$ cat src/rtl/rr_mux_arbiter.sv
// ---------------------------------------------------------------------------
// rr_mux_arbiter
//   Round-robin arbiter that shares one bit-serial output line between four
//   requesters. The current owner's index selects an internal 4:1 mux, so
//   only the granted requester's data bit reaches y. A hold limit bounds how
//   long one owner keeps the line while somebody else is waiting.
//
//   Ports
//     clock    in   1  system clock, rising edge
//     reset_b  in   1  asynchronous active-low reset
//     req      in   4  per-requester request, held while access is wanted
//     x        in   4  per-requester data bit, x[i] belongs to req[i]
//     gnt      out  4  registered one-hot grant, 0 when idle
//     sel      out  2  index of current owner, drives the mux select
//     valid    out  1  |gnt
//     y        out  1  x[sel] while valid, else 0
//
//   state | meaning
//   IDLE  | no grant held, waiting for any request
//   GRANT | one requester owns the line (index in sel_q)
// ---------------------------------------------------------------------------

module mux_4x1 (
    input  logic [3:0] d,
    input  logic [1:0] s,
    output logic       o
);
    assign o = d[s];
endmodule

module rr_mux_arbiter #(
    parameter int MAX_HOLD = 8,
    parameter int CNT_W    = 3
) (
    input  logic       clock,
    input  logic       reset_b,
    input  logic [3:0] req,
    input  logic [3:0] x,
    output logic [3:0] gnt,
    output logic [1:0] sel,
    output logic       valid,
    output logic       y
);

    typedef enum logic {
        IDLE  = 1'b0,
        GRANT = 1'b1
    } state_t;

    localparam logic [CNT_W-1:0] HOLD_LAST = CNT_W'(MAX_HOLD - 1);

    state_t           state_q, state_d;
    logic [3:0]       gnt_q, gnt_d;
    logic [1:0]       sel_q, sel_d;
    logic [1:0]       last_q, last_d;
    logic [CNT_W-1:0] hold_cnt_q, hold_cnt_d;

    logic             win_found;
    logic [1:0]       win_idx;
    logic             others_pending;
    logic             mux_out;

    // Search starts one past the last owner. In GRANT last_q equals the
    // owner, so the owner itself is the final candidate and can only win
    // when nobody else is requesting.
    always_comb begin
        logic [1:0] idx;
        win_found = 1'b0;
        win_idx   = last_q;
        idx       = last_q;
        for (int k = 1; k <= 4; k++) begin
            idx = last_q + 2'(k);
            if (!win_found && req[idx]) begin
                win_found = 1'b1;
                win_idx   = idx;
            end
        end
    end

    assign others_pending = |(req & ~gnt_q);

    always_comb begin
        state_d    = state_q;
        gnt_d      = gnt_q;
        sel_d      = sel_q;
        last_d     = last_q;
        hold_cnt_d = hold_cnt_q;

        case (state_q)
            IDLE: begin
                if (win_found) begin
                    state_d    = GRANT;
                    gnt_d      = 4'b0001 << win_idx;
                    sel_d      = win_idx;
                    last_d     = win_idx;
                    hold_cnt_d = '0;
                end
            end

            GRANT: begin
                if (!req[sel_q]) begin
                    if (others_pending) begin
                        // direct handover, no idle gap
                        gnt_d      = 4'b0001 << win_idx;
                        sel_d      = win_idx;
                        last_d     = win_idx;
                        hold_cnt_d = '0;
                    end else begin
                        state_d    = IDLE;
                        gnt_d      = 4'b0000;
                        hold_cnt_d = '0;
                    end
                end else if (hold_cnt_q == HOLD_LAST && others_pending) begin
                    // tenure exhausted with someone waiting: preempt
                    gnt_d      = 4'b0001 << win_idx;
                    sel_d      = win_idx;
                    last_d     = win_idx;
                    hold_cnt_d = '0;
                end else if (hold_cnt_q != HOLD_LAST) begin
                    // saturating, so a lone requester is never preempted
                    hold_cnt_d = hold_cnt_q + CNT_W'(1);
                end
            end

            default: begin
                state_d    = IDLE;
                gnt_d      = 4'b0000;
                hold_cnt_d = '0;
            end
        endcase
    end

    always_ff @(posedge clock or negedge reset_b) begin
        if (!reset_b) begin
            state_q    <= IDLE;
            gnt_q      <= 4'b0000;
            sel_q      <= 2'b00;
            last_q     <= 2'd3;
            hold_cnt_q <= '0;
        end else begin
            state_q    <= state_d;
            gnt_q      <= gnt_d;
            sel_q      <= sel_d;
            last_q     <= last_d;
            hold_cnt_q <= hold_cnt_d;
        end
    end

    mux_4x1 u_mux (
        .d (x),
        .s (sel_q),
        .o (mux_out)
    );

    assign gnt   = gnt_q;
    assign sel   = sel_q;
    assign valid = |gnt_q;
    assign y     = valid & mux_out;

endmodule

$ cat config.mk
export PLATFORM = sky130hd
export DESIGN_NAME = rr_mux_arbiter
export DESIGN_NICKNAME = d
export VERILOG_FILES = /design/src/rtl/rr_mux_arbiter.sv
export SDC_FILE = /design/constraint.sdc
export NUM_CORES = 1
export LEC_CHECK = 0
export ABC_CLOCK_PERIOD_IN_PS = 4300
export BUFFER_PORTS_ARGS = -buffer_cell sky130_fd_sc_hd__buf_2
export CORE_MARGIN = 3
export CORE_UTILIZATION = 56
export DETAILED_ROUTE_END_ITERATION = 10
export PLACE_DENSITY = 0.93
export REMOVE_ABC_BUFFERS = 1
export SYNTH_ARGS = -nofsm -noshare
export SYNTH_HDL_FRONTEND = slang
export SYNTH_SLANG_ARGS = --single-unit
export TNS_END_PERCENT = 10
$ cat constraint.sdc
create_clock -name clock -period 4.3 [get_ports clock]
set_input_delay 0.215 -clock clock [delete_from_list [all_inputs] [get_ports clock]]
set_output_delay 0.215 -clock clock [all_outputs]
set_load 0.05 [all_outputs]
==> After elaboration in Yosys (flattened, before gate mapping) <==
Cells that the tools add are included.
{ "word_totals": {"input_bits": 10, "ff_bits": 12, "word_cells": 76, "output_inout_bits": 8} }
{ "classes": {"n_bitwise": 4, "addsub": 4, "reduce_logical": 12, "n_lt_le_gt_ge": 5, "n_eq_ne": 6, "shift": 1, "muxes": 39} }
{ "ops": {"columns": ["op", "n"], "rows": [
  ["2-to-1 mux 2 bit", 8],
  ["2-to-1 mux 4 bit", 4],
  ["< comparator 2 x 3 -> 1 bit, second input constant", 5],
  ["2-to-1 mux 1 bit", 13],
  ["binary-select mux 1 bit (select 2 bit)", 6],
  ["2-to-1 mux 3 bit", 4],
  ["case mux 4 bit (2 select lines)", 1],
  ["OR reduction 4 bit", 2],
  ["case mux 3 bit (2 select lines)", 1],
  ["adder 2 bit, second input constant", 2],
  ["AND 4 bit", 1],
  ["logical AND 1 bit", 4],
  ["inequality test 4 x 2 -> 1 bit, second input constant", 1],
  ["inverter 4 bit", 1],
  ["case mux 2 bit (2 select lines)", 1],
  ["AND reduction 2 bit", 2],
  ["<< shifter 1 x 2 -> 4 bit, first input constant", 1],
  ["adder 3 x 1 -> 3 bit, second input constant", 1],
  ["== test 3 bit, second input constant", 1],
  ["logical NOT 1 bit", 3],
  ["inequality test 3 x 1 -> 1 bit, second input constant", 1],
  ["inequality test 3 x 2 -> 1 bit, second input constant", 1],
  ["inequality test 3 bit, second input constant", 1],
  ["AND reduction 3 bit", 1],
  ["5 further kinds", 5]
]} }

==> Longest topological paths before layout <==
Gate-level depths: netlist of the first run.
{ "depth": {"ltp_word": 17, "mapped_depth": 6} }

==> Cells and area by module <==
Synthesis of the first run repeated with hierarchy kept, for this count alone.
{ "unflattened": {"hier_cells": 78, "hier_area_um2": 882.1} }
{ "modules_own_cells": {"columns": ["module", "n_inst", "seq_area_each_um2", "cells_each", "area_per_inst_um2"], "rows": [
  ["rr_mux_arbiter", 1, 302.8, 77, 859.6],
  ["mux_4x1", 1, 0.0, 1, 22.5]
]} }

==> Least setup slack after synthesis of the first run <==
No wires, ideal clock.
{ "synth_timing": {"path_kind": "register to register", "start": "register last_q[0]", "end": "register sel_q[1], in the netlist sel[1]", "slack_ns": 2.166, "setup_ns": 0.128, "stages_incl_launch_ff": 6, "t_required_ns": 4.172, "arrival_ns": 2.006, "path_buffers": 1, "synth_period_minus_slack_ns": 2.134, "cell_sequence": "dfstp_2 -> buf_6 -> mux4_1 -> a311o_2 -> o221ai_4 -> mux2_1"} }
{ "synth_between": {"elab_chain_len": 16} }
{ "synth_rtl": {"columns": ["item", "line", "text"], "rows": [
  ["start, declared", "55", "logic [1:0] last_q, last_d;"],
  ["start signal, assigned", "144", "last_q <= last_d;"],
  ["adder 2 x 1 -> 2 bit", "72", "idx = last_q + 2'(k);"],
  ["binary-select mux 1 bit (select 2 bit)", "73", "if (!win_found && req[idx]) begin"],
  ["2-to-1 mux 1 bit (implied by the code)", "73", null],
  ["2-to-1 mux 1 bit", "73", null],
  ["logical NOT 1 bit", "73", null],
  ["logical AND 1 bit", "73", null],
  ["2-to-1 mux 1 bit", "73", null],
  ["logical NOT 1 bit", "73", null],
  ["logical AND 1 bit", "73", null],
  ["2-to-1 mux 1 bit", "73", null],
  ["logical NOT 1 bit", "73", null],
  ["logical AND 1 bit", "73", null],
  ["2-to-1 mux 2 bit", "73", null],
  ["2-to-1 mux 2 bit (on tied branches)", "102, 113", null],
  ["2-to-1 mux 2 bit", "101", "if (!req[sel_q]) begin"],
  ["case mux 2 bit (2 select lines)", "89", "case (state_q)"],
  ["end signal, assigned", "143", "sel_q <= sel_d;"],
  ["end, declared", "54", "logic [1:0] sel_q, sel_d;"]
]} }
Several ways; a longest one is shown, not always the timed one. The select of a mux whose other input is x is not followed.
A chain may end at the register's enable or synchronous reset.

==> Worst setup path after layout of the first run <==
Same ends and word-level chain as after synthesis.

==> impl_results.md, run 1 <==
- Transition time at the pin with the least slew margin: 0.7044 ns
- Post-synthesis instance area: 852.1 um2
- Worst supply voltage drop on vdd: 0.7369 mV
- Cell-by-cell listing of the critical path: mux4_1 -> a311o_2 -> o221ai_4 -> mux2_1
- Number of distinct library cell variants in the gate-level netlist after synthesis: 34
- Crit-path max FO: 11
- Mean instance size in the synthesized netlist: 11.21 um2
- Delay of the slowest cell on the worst path: 0.64 ns
- Share of layout cells above drive strength 1: 37.89%
- Maximum buffer depth of the clock tree: 2
- Placeable core region: 1366 um2
- Highest clock rate: 446.8 MHz
- Final total negative setup slack: 0 ns
- Antenna Nets Post-Route: 0
- Post-detailed-route wirelength per cell: 16.94 um
- Final count of pins violating max slew: 0
- Drt total wl: 1863 um
- Smallest hold slack: 0.3463 ns
- P&R area growth vs syn: 14.39%
- Total Nets Final: 108
- Asr flop ratio synth: 100.0%
- Largest cells by area after synthesis: dfrtp_1 29%, dfstp_2 6.2%, mux2_2 5.3%
- Via total after detailed routing: 709
- Number of antenna violations at the first check in global routing: 0
- Startpoint of the most critical setup path: last_q[0]$_DFFE_PN1P_
- Max transition margin: 52.76%
- Type of the worst setup path: reg -> reg
- Count of endpoints failing hold in the final timing report: 0
- Share of Yosys cell area claimed by the top area cell type: 29.37%
- Number of global-route vias before repair: 700
- Fraction of the yosys area taken by sequential cells: 35.54%
- CTS H-tree lvls: 1
- Clock-pin slew on the worst setup and hold paths: 0.08 ns
- Final critical-path share of the clock period: 52.05%
- Result of the run: finished clean
- DRT iter0 DRCs: 33
- Max-capacitance violation count: 0
- Post-layout min period: 2.238 ns
- Overall fraction of global-route tracks in use: 21.73%
- Max Clock Skew: 0.001309 ns
- Hold buffer count at cts: 1
- Library cell occupying the most area in the post-synthesis netlist: dfrtp_1
- Static leakage: 0.4710 nW
- Total gr overflow: 0
- Number of cells on the critical path: 4
- CP bufs+invs: 0
- Number of enable flip-flop cells after synthesis: 0
- Count of clock tree sinks: 12
- Global-route wire length before repair: 3118 um
- Startpoint types: register
- Family of cells with the greatest summed delay on the critical path: multiplexers
- Clock tree from TritonCTS: yes
- HPWL after detailed placement: 1347 um
- Antenna cell count: 0
- Internal reg-to-reg setup slack: 2.06 ns
- Number of placed I/O pins: 18
- Synth Flop Type: dfrtp_1
- Setup repair after global routing missed its margin: false
- Maximum number of pins on one net before global-route repair: 13
- Synth Warn #: 0
- Setup repair bufs after CTS: 0
- Number of CTS-inserted buffers: 3
- Initial core utilization: 62.36%
- Number of synthesized register bits: 12
- Worst flop-to-flop path startpoint: last_q[0]$_DFFE_PN1P_
- Capture point of the worst reg-to-reg path: sel[1]$_DFFE_PN0P_
- Floorplan die area: 2025 um2
- Final Setup Violations: 0
- Slowest library cell on the worst path: dfstp_2
- Endpoint arrival time on the critical path: 2.40 ns
- Clock insertion delay at the later pin of the skew report: 0.28 ns
- Worst min-delay path category: in -> async
- Root buf cell: clkbuf_4
- WP data required: 4.46 ns
- DRC viols: 0
- Vertical die dimension: 45.01 um
- Endpoint of the most critical setup path: sel[1]$_DFFE_PN0P_
- Number of gates resized after CTS: 0
- Final Instance Count excl. Fillers: 110
- Cell area power density: 824.5 nW/um2
- Count of cells along the worst register-to-register path: 4
- Critical path endpoint category: register
- Count of buffers from port buffering: 17
- Final RePlAce weighted congestion: 0.8521
- Drt first pass iters: 4
- Cell count after placement: 105
- Post-Synthesis Cells: 76
- Average vias per placed instance: 6.445
- Die span in x: 45.01 um
- Row cnt: 13
Yosys cell counts (3+ instances only):
library cell and n:
nand2b_1 5, nand2_1 4, inv_1 4, a21oi_1 3, mux2_2 4, nor3b_1 5, a22o_1 3, dfrtp_1 10
o21ai_0 3
placed cells by master (no fill, tap or decap), drive strengths merged, types with 2 or more instances in the layout:
| cell | netlist | layout |
|---|---|---|
| or4 | 2 | 2 |
| a21o | 2 | 2 |
| ha | 2 | 2 |
| o21ai | 3 | 3 |
| nand2 | 5 | 5 |
| mux4 | 3 | 3 |
| dfstp | 2 | 2 |
| buf | 2 | 17 |
| mux2 | 8 | 8 |
| nand2b | 5 | 5 |
| nor2 | 2 | 2 |
| a21oi | 3 | 3 |
| clkbuf | 1 | 4 |
| nor3b | 5 | 5 |
| dfrtp | 10 | 10 |
| a22o | 3 | 3 |
| inv | 4 | 4 |
| nor3 | 3 | 3 |
power breakdown:
part / internal, mW / switching, mW
clock: 0.0515 / 0.0391
sequential: 0.169 / 0.0595
combinational: 0.200 / 0.284
worst min path at each step:
stage | from | end | slack (ns) | depth (start not counted)
after floorplan | reset_b | gnt[0]$_DFFE_PN0P_ | -0.08 | 0
after global placement | reset_b | gnt[3]$_DFFE_PN0P_ | 0.10 | 1
after detailed placement | reset_b | gnt[3]$_DFFE_PN0P_ | 0.11 | 1
after CTS | reset_b | gnt[3]$_DFFE_PN0P_ | 0.35 | 2
after global routing | reset_b | sel[0]$_DFFE_PN0P_ | 0.36 | 2
final | reset_b | sel[0]$_DFFE_PN0P_ | 0.35 | 2
area by class of cell:
class,instances,area (um2)
tap,15,18.77
timing repair buffer,18,95.09
fill,100,391.6
multi-input combinational,57,506.7
inverter,4,15.01
clock buffer,4,36.28
sequential,12,302.8
state kept, by name, summed over array words and instances, names as in the netlist:
signal	flops
gnt	4
hold_cnt_q	3
last_q	2
sel	2
state_q	1
per-stage QoR:
step / util [%] / total power, mW / cell area (um2) / setup WS, ns
global placement: 67.95 / 0.6886 / 928.4 / 2.113
detailed placement: 67.95 / 0.7054 / 928.4 / 2.074
finish: 71.34 / 0.8036 / 974.7 / 2.062
global route: 71.34 / 0.8504 / 974.7 / 2.003
CTS: 71.34 / 0.8034 / 974.7 / 2.070
floorplan: - / 0.6046 / 824.5 / 2.195
metal layers:
metal	up-vias	share of wire (%)	global-route usage (%)
li1	327	-	-
met1	343	42	26.41
met2	33	49	36.16
met3	6	7.5	3.984
met4	0	2.0	11.70
met5	-	0	0
logic make-up (layout without fill, tap and decap cells):
logic type	after synthesis	in the layout	synth area share, %
and+or+nand+nor	27	27	19.68
AOI/OAI and AO/OA	17	17	17.03
DFF	12	12	35.54
muxes	11	11	19.82
buffers and inverters	7	26	4.991
adders and majority gates	2	2	2.936
No activity file was read; power rests on OpenSTA's default activity.
==> run 2: changes to the inputs <==
Settings changed: ABC_AREA from default to 1, ABC_CLOCK_PERIOD_IN_PS 4300 to 2100, CORE_UTILIZATION 56 to 53, PLACE_DENSITY 0.93 to 0.88.
Clock period 4.3 ns to 2.1 ns, I/O delays scaled along.
==> impl_results.md, run 2 <==
- Final Worst Setup Slack: 0.2314 ns
- Count of buffers from port buffering: 17
- Vertical die dimension: 48.05 um
- Number of gates resized after CTS: 0
- Post-layout utilization of the core: 68.10%
- Number of global-route vias before repair: 973
- Highest clock rate: 535.2 MHz
- Transition time at the pin with the least slew margin: 0.3865 ns
- Top library cells by usage in the layout, fill and taps aside: 54 x nand2_1, 17 x nand3_1, 17 x buf_2
- Number of synthesized register bits: 12
- Most common cell in the netlist: nand2_1
- Share of layout cells above drive strength 1: 26.22%
- Top cells by instance count after synthesis: 54 x nand2_1, 17 x nand3_1, 13 x inv_1
- Die span in x: 48.05 um
- Maximum number of pins on one net before global-route repair: 13
- Max Clock Skew: 0.003295 ns
- Total gr overflow: 0
- Mean instance size in the synthesized netlist: 6.508 um2
- Global-route wire length before repair: 3988 um
- Final Setup Violations: 0
- Antenna cell count: 0
- Endpoint arrival time on the critical path: 2.03 ns
- HPWL after detailed placement: 1786 um
- Drt total wl: 2288 um
- Largest cells by area after synthesis: dfrtp_1 27%, nand2_1 22%, nand3_1 9.1%
- Pre-CTS worst setup slack: 0.2675 ns
- # fillers: 138
- Drt first pass iters: 5
- Count of endpoints failing hold in the final timing report: 0
- Clock tree from TritonCTS: yes
- Final RePlAce weighted congestion: 0.8199
- Fraction of the yosys area taken by sequential cells: 32.31%
- Area used by multi-input combinational logic: 551.8 um2
- Via total after detailed routing: 997
- Number of enable flip-flop cells after synthesis: 0
- Crit-path max FO: 11
- DRT iter0 DRCs: 41
- Synth Warn #: 0
- Number of CTS-inserted buffers: 3
- Sequential cell area: 302.8 um2
- Root buf cell: clkbuf_4
- Setup repair bufs after CTS: 0
- Family of cells with the greatest summed delay on the critical path: simple AND/OR/NAND/NOR gates
- Placeable core region: 1577 um2
- Average vias per placed instance: 5.539
- Floorplan die area: 2309 um2
- Maximum buffer depth of the clock tree: 2
- Post-detailed-route wirelength per cell: 12.71 um
- CTS H-tree lvls: 1
- Setup repair after global routing missed its margin: false
- Post-layout min period: 1.869 ns
- Final total negative setup slack: 0 ns
- Library cell occupying the most area in the post-synthesis netlist: dfrtp_1
- Most common cell after layout, fill and taps aside: nand2_1
- Worst min-delay path category: in -> async
- Fin area: 1074 um2
- CP bufs+invs: 2
- Type of the worst setup path: reg -> reg
- Total Nets Final: 177
- Clock-pin slew on the worst setup and hold paths: 0.08 ns
- Startpoint types: register
- Critical path's most frequent cell: nand2_4
- Final critical-path share of the clock period: 88.98%
- Count of clock tree sinks: 12
- Max transition margin: 73.99%
- Synth Flop Type: dfrtp_1
- DRC viols: 0
- Row cnt: 14
- Critical path endpoint category: register
- Post-synthesis instance area: 937.1 um2
- Delay of the slowest cell on the worst path: 0.65 ns
- Overall fraction of global-route tracks in use: 24.35%
- Slowest library cell on the worst path: dfstp_2
- WP data required: 2.26 ns
- Result of the run: finished clean
- Number of placed I/O pins: 18
- Number of antenna violations at the first check in global routing: 0
- Antenna Nets Post-Route: 0
- Initial core utilization: 59.44%
- Cell-by-cell listing of the critical path: inv_2 -> nand2_1 -> nand2_4 -> nand2_4 -> nand2_4 -> nor2_4 -> nand3_2 -> nand3_2 -> inv_2 -> nand2_1 -> o21ai_1
- Number of distinct library cell variants in the gate-level netlist after synthesis: 19
- Clock insertion delay at the later pin of the skew report: 0.28 ns
- Post-Synthesis Cells: 144
- P&R area growth vs syn: 14.55%
- Asr flop ratio synth: 100.0%
- Final count of pins violating max slew: 0
- Post-placement cell area: 1027 um2
- Max-capacitance violation count: 0
- Share of Yosys cell area claimed by the top area cell type: 26.70%
- Flip-flop count of the largest register, all copies and words added: 4
-- run 2: path summary, 6_finish.rpt --
path                                           startpoint                         to  slack, ns  cells after the start
worst max-delay path                last_q[0]$_DFFE_PN1P_         sel[0]$_DFFE_PN0P_       0.23                     11
worst min-delay path                              reset_b          state_q$_DFF_PN0_       0.23                      2
worst max register to register      last_q[0]$_DFFE_PN1P_         sel[0]$_DFFE_PN0P_       0.23                     11
worst min register to register  hold_cnt_q[1]$_DFFE_PN0P_  hold_cnt_q[1]$_DFFE_PN0P_       0.51                      2
max in group asynchronous                         reset_b      last_q[0]$_DFFE_PN1P_       1.59                      2
min in group clock                                 req[0]          state_q$_DFF_PN0_       0.41                      7
-- run 2: stage by stage --
stage,hold WS [ns],std cells
final,0.2306,180
after global routing,0.2611,180
after CTS,0.2413,180
after detailed placement,0.008278,175
after global placement,0.0001882,175
after floorplan,-0.1906,142
-- run 2: metal layers --
layer | vias up | wire [um] | global-route usage (%)
met5 | - | 0 | 0
met2 | 45 | 1090 | 39.31
met4 | 0 | 35 | 9.677
met1 | 453 | 1023 | 30.93
met3 | 4 | 139 | 6.015
li1 | 495 | - | -
-- run 2: final cells by class --
cell class | instances | area share, %
sequential | 12 | 28.21
clock buffer | 4 | 3.380
timing repair buffer | 18 | 8.858
inverter | 18 | 6.294
tap | 16 | 1.865
multi-input combinational | 112 | 51.40
-- run 2: logic make-up after synthesis --
| group | Yosys count | share of synthesized area (%) |
|---|---|---|
| adders and majority gates | 2 | 2.670 |
| DFF | 12 | 32.31 |
| buffers and inverters | 20 | 8.812 |
| and+or+nand+nor | 94 | 47.66 |
| AOI/OAI and AO/OA | 16 | 8.544 |
-- run 2: repair_timing --
action	in CTS	in global routing
hold buffers	1	0
endpoints found under the setup margin	0	0
hold endpoints to repair	12	0
Power of run 2 is left out: the tool's default activity adds up to more than one toggle a clock period on the data nets, which glitch-free logic cannot reach.
==> run 3: changes to the inputs <==
Settings changed: ABC_AREA 1 to default, CORE_UTILIZATION 53 to 52.
==> impl_results.md, run 3 (synthesis gave the netlist of run 1 again) <==
- Root buf cell: clkbuf_4
- Die span in x: 46.48 um
- Vertical die dimension: 46.48 um
- Highest clock rate: 484.8 MHz
- Drt total wl: 2032 um
- Crit-path max FO: 4
- Drt first pass iters: 4
- Maximum buffer depth of the clock tree: 2
- Final Worst Setup Slack: 0.03747 ns
- Startpoint types: register
- Total Nets Final: 113
- Result of the run: finished clean
- Fin area: 1026 um2
- DRT iter0 DRCs: 10
- CTS H-tree lvls: 1
- Overall fraction of global-route tracks in use: 23.67%
- Family of cells with the greatest summed delay on the critical path: multiplexers
- Slowest library cell on the worst path: dfstp_2
- Max-capacitance violation count: 0
- Initial core utilization: 60.21%
- Post-placement cell area: 958.4 um2
- Cell area power density: 1690 nW/um2
- Critical path endpoint category: register
- Antenna Nets Post-Route: 0
- Post-layout min period: 2.063 ns
- Clock tree from TritonCTS: yes
- Endpoint arrival time on the critical path: 2.22 ns
- Worst supply voltage drop on vdd: 1.310 mV
- Final RePlAce weighted congestion: 0.8604
- Fraction of power consumed by sequential logic: 25.1%
- Smallest hold slack: 0.2468 ns
- WP data required: 2.26 ns
- Post-layout utilization of the core: 72.50%
- Share of layout cells above drive strength 1: 43.00%
- Most common cell after layout, fill and taps aside: buf_2
- Count of buffers from port buffering: 17
- Cell-by-cell listing of the critical path: mux4_1 -> a311o_2 -> o221ai_4 -> mux2_4
- Average vias per placed instance: 6.478
- Pre-CTS worst setup slack: -0.005652 ns
- Row cnt: 13
- HPWL after detailed placement: 1462 um
- Top library cells by usage in the layout, fill and taps aside: 17 x buf_2, 10 x dfrtp_1, 5 x nand2b_1, 5 x buf_4
- Switch share: 46.20%
- Flip-flop count of the largest register, all copies and words added: 4
- Count of clock tree sinks: 12
- Maximum number of pins on one net before global-route repair: 13
- Delay of the slowest cell on the worst path: 0.56 ns
- Share of power burned in the clock network: 10.6%
- Final total negative setup slack: 0 ns
- Antenna cell count: 0
- Final critical-path share of the clock period: 98.22%
- Final Instance Count excl. Fillers: 115
- CP bufs+invs: 0
- Number of placed I/O pins: 18
- Total chip power: 1.734 mW
- Type of the worst setup path: reg -> reg
- Floorplan die area: 2160 um2
- Count of endpoints failing hold in the final timing report: 0
- Max Clock Skew: 0.001607 ns
- Global-route wire length before repair: 3498 um
- DRC viols: 0
- Area used by multi-input combinational logic: 520.5 um2
- Static leakage: 0.5014 nW
- Total gr overflow: 0
- P&R area growth vs syn: 20.41%
- Power Internal: 932.8 uW
- Transition time at the pin with the least slew margin: 0.5025 ns
- Net Sw Power: 800.9 uW
- Number of antenna violations at the first check in global routing: 0
- # fillers: 107
- Cell count after placement: 109
- Final count of pins violating max slew: 0
- Number of global-route vias before repair: 781
- Max transition margin: 66.46%
- Comb pwr share: 64.3%
- Number of CTS-inserted buffers: 3
- Worst min-delay path category: in -> async
- Placeable core region: 1415 um2
- Sequential cell area: 302.8 um2
- Via total after detailed routing: 745
- Clock-pin slew on the worst setup and hold paths: 0.08 ns
- Post-detailed-route wirelength per cell: 17.67 um
- Final Setup Violations: 0
- Clock insertion delay at the later pin of the skew report: 0.27 ns
-- run 3: power by group through the flow --
| stage | Combinational (mW) | Clock, mW | Sequential, mW |
|---|---|---|---|
| after floorplan | 0.623 | 0 | 0.615 |
| after global placement | 1.04 | 0 | 0.428 |
| after detailed placement | 1.07 | 0 | 0.435 |
| after CTS | 1.08 | 0.187 | 0.436 |
| after global routing | 1.19 | 0.197 | 0.456 |
| final | 1.12 | 0.183 | 0.435 |
-- run 3: worst paths after layout --
path / from / end / slack (ns) / cells after the start
worst min-delay path: reset_b / gnt[1]$_DFFE_PN0P_ / 0.25 / 2
min in group clock: req[2] / state_q$_DFF_PN0_ / 0.46 / 4
worst max-delay path: last_q[0]$_DFFE_PN1P_ / sel[0]$_DFFE_PN0P_ / 0.04 / 4
worst min register to register: hold_cnt_q[1]$_DFFE_PN0P_ / hold_cnt_q[1]$_DFFE_PN0P_ / 0.52 / 1
max in group asynchronous: reset_b / last_q[0]$_DFFE_PN1P_ / 1.58 / 2
worst max register to register: last_q[0]$_DFFE_PN1P_ / sel[0]$_DFFE_PN0P_ / 0.04 / 4
-- run 3: cell type report --
| cell class | instances | area share, % |
|---|---|---|
| multi-input cells | 57 | 50.73 |
| inverters | 4 | 1.463 |
| clock buffers | 4 | 3.537 |
| well taps | 15 | 1.829 |
| flip-flops and latches | 12 | 29.51 |
| repair buffers | 23 | 12.93 |
-- run 3: timing repair --
item / 4_1_cts / 5_1_grt
buffers inserted: 0 / 1
endpoints found under the hold margin: 12 / 0
hold buffers: 1 / 0
gates resized for setup: 0 / 3
pin swaps: 1 / 1
setup endpoints to repair: 5 / 7
-- run 3: routing by layer --
layer  up-vias  GRT usage [%]  part of all wire, %
met4         0          14.20                  2.9
met5         -              0                    0
met1       375          26.76                   40
met3         8          3.516                  4.3
met2        25          41.21                   53
li1        337              -                    -
